### config.mk
export PLATFORM = sky130hd
export DESIGN_NAME = zb_fifo_drain_ctrl
export DESIGN_NICKNAME = d
export VERILOG_FILES = /design/src/rtl/zb_pkg.sv /design/src/rtl/zb_sat_counter.sv /design/src/rtl/zb_fifo_drain_ctrl.sv
export SDC_FILE = /design/constraint.sdc
export NUM_CORES = 1
export LEC_CHECK = 0
export CAP_MARGIN = 20
export CORE_UTILIZATION = 45
export CTS_CLUSTER_DIAMETER = 30
export DETAILED_ROUTE_END_ITERATION = 6
export GPL_TIMING_DRIVEN = 0
export PLACE_DENSITY = 0.7
export SETUP_SLACK_MARGIN = 0.15
export SLEW_MARGIN = 15
export SYNTH_ARGS = -nofsm -noshare
export SYNTH_HDL_FRONTEND = slang
export SYNTH_SLANG_ARGS = --single-unit
### constraint.sdc
create_clock -name clk -period 5.5 [get_ports clk]
set_input_delay 0.55 -clock clk [delete_from_list [all_inputs] [get_ports clk]]
set_output_delay 0.55 -clock clk [all_outputs]
set_load 0.01 [all_outputs]
### src/rtl/zb_pkg.sv
// Shared types and constants for the demodulator output FIFO drain controller.
package zb_pkg;

  typedef enum logic [2:0] {
    IDLE  = 3'd0,
    READ  = 3'd1,
    CAPT  = 3'd2,
    OUT   = 3'd3,
    FLUSH = 3'd4
  } drain_state_e;

  localparam int unsigned ERR_CNT_W   = 8;
  localparam logic [7:0]  ERR_CNT_MAX = 8'hFF;

endpackage

### src/rtl/zb_sat_counter.sv
// Event counter with selectable saturate-at-MAX or free-running wrap behaviour.
module zb_sat_counter #(
  parameter int unsigned      WIDTH    = 8,
  parameter bit               SATURATE = 1'b0,
  parameter logic [WIDTH-1:0] MAX      = '1
) (
  input  logic             clk,
  input  logic             reset_n,
  input  logic             i_inc,
  output logic [WIDTH-1:0] o_count
);

  logic [WIDTH-1:0] count_q;
  logic [WIDTH-1:0] count_d;

  always_comb begin
    count_d = count_q;
    if (i_inc && !(SATURATE && (count_q == MAX))) begin
      count_d = count_q + WIDTH'(1);
    end
  end

  always_ff @(posedge clk) begin
    if (!reset_n) begin
      count_q <= '0;
    end else begin
      count_q <= count_d;
    end
  end

  assign o_count = count_q;

endmodule

### src/rtl/zb_fifo_drain_ctrl.sv
// Drain scheduler for the demodulator output FIFO: bursts on almost-full or idle
// timeout, valid/ready delivery, overflow flush, and debug statistics.
module zb_fifo_drain_ctrl
  import zb_pkg::*;
#(
  parameter int unsigned DATA_W    = 8,
  parameter int unsigned BURST_LEN = 16,
  parameter int unsigned IDLE_TMO  = 1024
) (
  input  logic              clk,
  input  logic              reset_n,
  input  logic              i_enable,
  input  logic              i_fifo_empty,
  input  logic              i_fifo_almost_full,
  input  logic              i_fifo_full,
  input  logic              i_fifo_read_error,
  input  logic [DATA_W-1:0] i_fifo_data,
  output logic              o_fifo_rd_en,
  output logic [DATA_W-1:0] o_data,
  output logic              o_valid,
  input  logic              i_ready,
  output logic              o_busy,
  output logic              o_overflow,
  output logic [7:0]        o_err_cnt,
  output logic [15:0]       o_word_cnt,
  output logic [15:0]       o_drop_cnt
);

  localparam int unsigned CNT_W   = 16;
  localparam int unsigned TMR_W   = (IDLE_TMO > 2) ? $clog2(IDLE_TMO) : 1;
  localparam int unsigned BURST_W = $clog2(BURST_LEN + 1);
  localparam logic [TMR_W-1:0]   TMO_LAST   = TMR_W'(IDLE_TMO - 1);
  localparam logic [BURST_W-1:0] BURST_LOAD = BURST_W'(BURST_LEN);

  drain_state_e        state_q, state_d;
  logic [TMR_W-1:0]    timer_q, timer_d;
  logic [BURST_W-1:0]  words_left_q, words_left_d;
  logic [DATA_W-1:0]   data_q, data_d;
  logic                rd_en_q, rd_en_d;
  logic                valid_q, valid_d;
  logic                busy_q, busy_d;
  logic                overflow_q, overflow_d;

  logic                start_ok;
  logic                handshake;
  logic                rd_strobe;

  // The empty flag trails a read by one cycle, so the last flush strobe is
  // qualified with the live flag to avoid reading past the final word.
  assign rd_strobe = rd_en_q & ~i_fifo_empty;
  assign handshake = valid_q & i_ready;
  assign start_ok  = i_enable & ~i_fifo_empty &
                     (i_fifo_almost_full | (timer_q == TMO_LAST));

  // Next-state, burst bookkeeping and registered-output decode
  always_comb begin
    state_d      = state_q;
    timer_d      = '0;
    words_left_d = words_left_q;
    data_d       = data_q;
    overflow_d   = overflow_q | i_fifo_full;

    case (state_q)
      IDLE: begin
        if (i_fifo_full) begin
          state_d = FLUSH;
        end else if (start_ok) begin
          state_d      = READ;
          words_left_d = BURST_LOAD;
        end else if (!i_fifo_empty) begin
          // Saturate so a disabled controller still starts once re-enabled
          timer_d = (timer_q == TMO_LAST) ? timer_q : timer_q + TMR_W'(1);
        end
      end
      READ: begin
        state_d = CAPT;
      end
      CAPT: begin
        data_d       = i_fifo_data;
        words_left_d = words_left_q - BURST_W'(1);
        state_d      = OUT;
      end
      OUT: begin
        if (handshake) begin
          if ((words_left_q != '0) && !i_fifo_empty) begin
            state_d = READ;
          end else if (i_fifo_full) begin
            state_d = FLUSH;
          end else begin
            state_d = IDLE;
          end
        end
      end
      FLUSH: begin
        if (i_fifo_empty) begin
          state_d = IDLE;
        end
      end
      default: begin
        state_d = IDLE;
      end
    endcase

    rd_en_d = (state_d == READ) | (state_d == FLUSH);
    valid_d = (state_d == OUT);
    busy_d  = (state_d != IDLE);
  end

  always_ff @(posedge clk) begin
    if (!reset_n) begin
      state_q      <= IDLE;
      timer_q      <= '0;
      words_left_q <= '0;
      data_q       <= '0;
      rd_en_q      <= 1'b0;
      valid_q      <= 1'b0;
      busy_q       <= 1'b0;
      overflow_q   <= 1'b0;
    end else begin
      state_q      <= state_d;
      timer_q      <= timer_d;
      words_left_q <= words_left_d;
      data_q       <= data_d;
      rd_en_q      <= rd_en_d;
      valid_q      <= valid_d;
      busy_q       <= busy_d;
      overflow_q   <= overflow_d;
    end
  end

  zb_sat_counter #(
    .WIDTH    (ERR_CNT_W),
    .SATURATE (1'b1),
    .MAX      (ERR_CNT_MAX)
  ) u_err_cnt (
    .clk     (clk),
    .reset_n (reset_n),
    .i_inc   (i_fifo_read_error),
    .o_count (o_err_cnt)
  );

  zb_sat_counter #(
    .WIDTH    (CNT_W),
    .SATURATE (1'b0)
  ) u_word_cnt (
    .clk     (clk),
    .reset_n (reset_n),
    .i_inc   (handshake),
    .o_count (o_word_cnt)
  );

  zb_sat_counter #(
    .WIDTH    (CNT_W),
    .SATURATE (1'b0)
  ) u_drop_cnt (
    .clk     (clk),
    .reset_n (reset_n),
    .i_inc   (rd_strobe & (state_q == FLUSH)),
    .o_count (o_drop_cnt)
  );

  assign o_fifo_rd_en = rd_strobe;
  assign o_data       = data_q;
  assign o_valid      = valid_q;
  assign o_busy       = busy_q;
  assign o_overflow   = overflow_q;

endmodule

# After elaboration in Yosys (flattened, before gate mapping)
# Index checks and enable logic that the tools add are counted.
[word_totals] reg_bits=70 in_bits=16 output_inout_bits=52 wordCells=58
[op_classes] n_addsub=5 bitwise=11 reduce_logical=10 eq_ne=11 n_mux=10
[op_table] op="adder 16 x 1 -> 16 bit (second input constant)" count=2
[op_table] op="two-way mux 3 bit" count=6
[op_table] op="case mux 3 bit (5 select lines)" count=1
[op_table] op="adder 10 x 1 -> 10 bit (second input constant)" count=1
[op_table] op="== test 10 bit (second input constant)" count=1
[op_table] op="two-way mux 5 bit" count=2
[op_table] op="case mux 5 bit (2 select lines)" count=1
[op_table] op="== test 3 x 2 -> 1 bit (second input constant)" count=3
[op_table] op="adder 8 x 1 -> 8 bit (second input constant)" count=1
[op_table] op="== test 8 bit (second input constant)" count=1
[op_table] op="== test 3 x 1 -> 1 bit (second input constant)" count=2
[op_table] op="== test 3 bit (second input constant)" count=2
[op_table] op="AND 1 bit" count=5
[op_table] op="nonzero test 5 bit" count=1
[op_table] op="OR reduction 5 bit" count=1
[op_table] op="subtractor 5 x 1 -> 5 bit (second input constant)" count=1
[op_table] op="!= test 2 bit (second input constant)" count=2
[op_table] op="logical NOT 3 bit" count=1
[op_table] op="NOT 1 bit" count=3
[op_table] op="OR 1 bit" count=3
[op_table] op="AND reduction 3 bit" count=1
[op_table] op="nonzero test 3 bit" count=1
[op_table] op="logical AND 1 bit" count=2
[op_table] op="logical NOT 1 bit" count=2
[op_table] op="nonzero test 2 bit" count=1

# Depth between registers and ports, before layout
[logic_depth] ltp_word=8 mapped_depth=6 depth_no_buf=6

# Modules after synthesis
# Synthesis repeated with hierarchy kept, for this count alone.
[unflattened] cells_unflattened=353 area_unflattened_um2=3323.2
[modules_own_cells] module="zb_sat_counter (u_drop_cnt ...)" cells_per_inst=83 n_inst=2 area_each_um2=744.5
[modules_own_cells] module="zb_fifo_drain_ctrl" cells_per_inst=144 n_inst=1 area_each_um2=1421.4
[modules_own_cells] module="zb_sat_counter (u_err_cnt)" cells_per_inst=43 n_inst=1 area_each_um2=412.9

# Worst setup path after synthesis
# No wires, ideal clock.
[synth_path] kind="input to register" from="input port i_fifo_empty" to="register words_left_q[2]" path_stages=4 arrival_ps=1789 required_ps=5365 path_slack_ps=3576 n_path_buf=0 path_cell_list="or4_4 > or4_4 > a21oi_2 > a211oi_1"
[synth_between] elab_chain_cells=5
[synth_lines] item="from (decl)" line_no="zb_fifo_drain_ctrl.sv:13" source="input logic i_fifo_empty,"
[synth_lines] item="NOT 1 bit" line_no="zb_fifo_drain_ctrl.sv:52" source="assign start_ok = i_enable & ~i_fifo_empty &"
[synth_lines] item="AND 1 bit (2 in a row)" line_no="zb_fifo_drain_ctrl.sv:52"
[synth_lines] item="!= test 2 bit (no line)"
[synth_lines] item="AND reduction 3 bit (no line)"
[synth_lines] item="to (signal assigned)" line_no="zb_fifo_drain_ctrl.sv:122" source="words_left_q <= words_left_d;"
[synth_lines] item="to (decl)" line_no="zb_fifo_drain_ctrl.sv:37" source="logic [BURST_W-1:0] words_left_q, words_left_d;"
# Every way passes these cells.
# A chain may end at the register's enable or synchronous reset.

# Worst setup path after layout
[layout_path] from="input port i_fifo_empty" to="output port o_fifo_rd_en"
[layout_between] elab_chain_cells=2
[layout_lines] item="NOT 1 bit" line_no="zb_fifo_drain_ctrl.sv:50" source="assign rd_strobe = rd_en_q & ~i_fifo_empty;"
[layout_lines] item="AND 1 bit" line_no="zb_fifo_drain_ctrl.sv:50"
[layout_lines] item="to (decl)" line_no="zb_fifo_drain_ctrl.sv:18" source="output logic o_fifo_rd_en,"
# Every way passes these cells.

==> flow_metrics.env <==
export IMPL_status="complete, no violations"
export IMPL_p_sw_w=0.000240
export IMPL_synth_most_common_cell="dfxtp_1"
export IMPL_maxCapViolCount=0
export IMPL_cts_resized=0
export IMPL_track_usage_pct=21.8
export IMPL_worstMarginPinSlew_ps=720
export IMPL_drt_total_wl_microns=7470
export IMPL_diodes=0
export IMPL_clkTransAtPathRegs_ps=60
export IMPL_vias=2972
export IMPL_sw_frac_of_total_pct=23.5
export IMPL_skew_ps=11.4
export IMPL_crit_chain="clkdlybuf4s50_1, and2b_1, clkdlybuf4s50_1"
export IMPL_hold_class="flip-flop to flip-flop"
export IMPL_synth_largest_area_cell="dfxtp_1"
export IMPL_pwr_share_seq_pct=50.8
export IMPL_avgSynthCellArea_sq_um=8.69
export IMPL_areaGrowthSynthToFinish_pct=30.8
export IMPL_grt_pass1_wl_microns=12900
export IMPL_ir_drop_mv=0.272
export IMPL_root_buffer="clkbuf_8"
export IMPL_crit_slowest_cell="clkdlybuf4s50_1"
export IMPL_dpl_hpwl_microns=5400
export IMPL_synth_commonest_cells="dfxtp_1 (70), nand2_1 (37), nor2_1 (37)"
export IMPL_grt_overflow=0
export IMPL_placed_area_sq_mm=0.00403
export IMPL_post_route_drc_count=0
export IMPL_synth_async_sr_flop_share_pct=0
export IMPL_start_util_pct=47.2
export IMPL_grt_start_max_net_pins=13
export IMPL_clock_power_share_pct=42.1
export IMPL_end_kind="primary output"
export IMPL_postCtsSetupBuffers=0
export IMPL_clk_path_buf_depth=2
export IMPL_finalSetupViolations=0
export IMPL_syn_nets=395
export IMPL_comb_power_share_pct=7.1
export IMPL_ios=68
export IMPL_period_minus_slack_ps=2470
export IMPL_hold_viol=0
export IMPL_fp_row_count=30
export IMPL_layout_nets=473
export IMPL_drt_iter0_drc=146
export IMPL_synth_area_sq_mm=0.00324
export IMPL_viasPerCell=5.38
export IMPL_cts_made_buffers=9
export IMPL_htree_levels=3
export IMPL_yosysWarnings=0
export IMPL_min_period_over_period_pct=44.9
export IMPL_gp_congestion=0.899
export IMPL_first_pass_iters=4
export IMPL_grt_pass1_vias=2811
export IMPL_slew_violations=0
export IMPL_crit_path_start_kind="primary input"
export IMPL_die_w_microns=86.9
export IMPL_path_delay_family="buffers and inverters"
export IMPL_cts_sinks=70
export IMPL_core_sq_mm=0.00687
export IMPL_intPower_w=0.000781
export IMPL_die_h_microns=86.9
export IMPL_dominantRegCellSynth="dfxtp_1"
export IMPL_synthCells=373
export IMPL_crit_top_cell="clkdlybuf4s50_1"
export IMPL_antenna_found_initial=0
export IMPL_worstSkewPairLatency_ps=340
export IMPL_path_class="primary input to primary output"
export IMPL_hold_slack_ps=460
export IMPL_cp_max_fo=7
export IMPL_drive_gt1_share_pct=6.58
export IMPL_synth_edf_count=0
export IMPL_worst_endpoint_arrival_ps=1920
export IMPL_max_clock_freq_mhz=405
export IMPL_port_buffers=67
export IMPL_crit_buf_inv=2
export IMPL_wl_per_cell_microns=13.5
export IMPL_synth_cell_type_count=50
export IMPL_ys_seq_area_share_pct=43.2
export IMPL_ys_ff_latch=70
export IMPL_cp_required_ps=4950
export IMPL_die_area_sq_mm=0.00754
export IMPL_power_density_mw_per_mm2=241
export IMPL_yosys_area_top_type_share_pct=43.2
export IMPL_slew_headroom_pct=51.7
export IMPL_p_leak_nw=1.47
export IMPL_synth_area_top_cells="dfxtp_1 (43%), a21oi_1 (4.3%), nand2_1 (4.3%)"
export IMPL_cts_hold_buf=0
export IMPL_finalInstanceArea_sq_mm=0.00424
export IMPL_slowest_delay_ps=580
export IMPL_cts_tree="yes"
export IMPL_antenna_left=0
export IMPL_finalSetupTns_ps=0
export IMPL_rsz0062_at_grt="no"
state kept, by name, indices dropped and copies added (netlist names):
| signal | flops |
|---|---|
| state_q | 3 |
| u_drop_cnt.o_count | 16 |
| o_busy | 1 |
| u_word_cnt.o_count | 16 |
| rd_en_q | 1 |
| o_data | 8 |
| words_left_q | 5 |
| timer_q | 10 |
| o_overflow | 1 |
| o_valid | 1 |
| u_err_cnt.o_count | 8 |
path summary, 6_finish.rpt:
check / endpoint / slack (ps) / cells past startpoint / from
hold / removal: o_data[5]$_SDFFE_PN0P_ / 460 / 2 / o_data[5]$_SDFFE_PN0P_
setup reg to reg: timer_q[6]$_SDFFE_PP0N_ / 3530 / 5 / timer_q[0]$_SDFFE_PP0N_
hold reg to reg: o_data[5]$_SDFFE_PN0P_ / 460 / 2 / o_data[5]$_SDFFE_PN0P_
setup / recovery: o_fifo_rd_en / 3030 / 3 / i_fifo_empty
layout make-up:
cell class	instances	area (sq um)
well taps	96	120
clock buffers	11	151
inverters	12	45.0
plain buffers	14	63.8
multi-input cells	277	1730
flip-flops and latches	70	1400
clock inverters	5	56.3
repair buffers	67	671
fillers	626	2630
worst reg2reg max path: stages, from the launching register on:
cell	delay, ps
dfxtp_1	390
ha_1	270
and4_1	300
a31oi_1	150
o31ai_2	620
nor2_1	110
power by group through the flow:
| stage | combinational [W] | clock [W] | sequential (W) |
|---|---|---|---|
| global route | 0.0000811 | 0.000465 | 0.000520 |
| floorplan | 0.0000372 | 0 | 0.000532 |
| global placement | 0.0000712 | 0 | 0.000531 |
| CTS | 0.0000726 | 0.000444 | 0.000519 |
| finish | 0.0000721 | 0.000430 | 0.000519 |
| detailed placement | 0.0000722 | 0 | 0.000531 |
layer usage:
metal  up-vias  global-route usage (%)  part of all wire, %
met3        10                    5.59                  4.8
met5         -                       0                    0
li1       1512                       -                    -
met4         0                    9.70                  1.6
met1      1375                    27.7                   46
met2        75                    35.0                   47
placed cells by master (no fill, tap or decap), drive strengths merged, types with 3 or more instances in the layout:
master	count
nand2	37
or3	12
dfxtp	70
nor2	37
o41ai	3
ha	6
xor2	14
a21oi	29
nor3	6
nand2b	6
and3	7
a211oi	7
nand3	19
a41oi	3
o21ai	14
nand4	11
nor4	4
inv	13
xnor2	8
and4	9
clkbuf	19
a31oi	5
o31ai	6
clkdlybuf4s50	67
mux2i	7
or4	5
buf	6
cells by family (layout without fill, tap and decap cells):
family                   Yosys count  after routing  share of synthesized area, %
flip-flops                        70             70                          43.2
XOR/XNOR                          22             22                          5.95
buffers and inverters             26            109                          3.36
multiplexers                       7              7                          2.16
AO/OA/AOI/OAI                     78             78                          15.6
AND/OR/NAND/NOR                  164            164                          27.4
adder cells (fa/ha/maj)            6              6                          2.32
through the flow:
stage / worst slack (ps) / utilization [%] / power (W) / cells
6_report: 3030 / 61.7 / 0.00102 / 552
3_5_place_dp: 2810 / 58.7 / 0.000603 / 536
2_1_floorplan: 3580 / - / 0.000569 / 373
4_1_cts: 3020 / 61.7 / 0.00104 / 552
5_1_grt: 2970 / 61.7 / 0.00107 / 552
3_3_place_gp: 2830 / 58.7 / 0.000602 / 536
(Power assumes the default switching activity.)
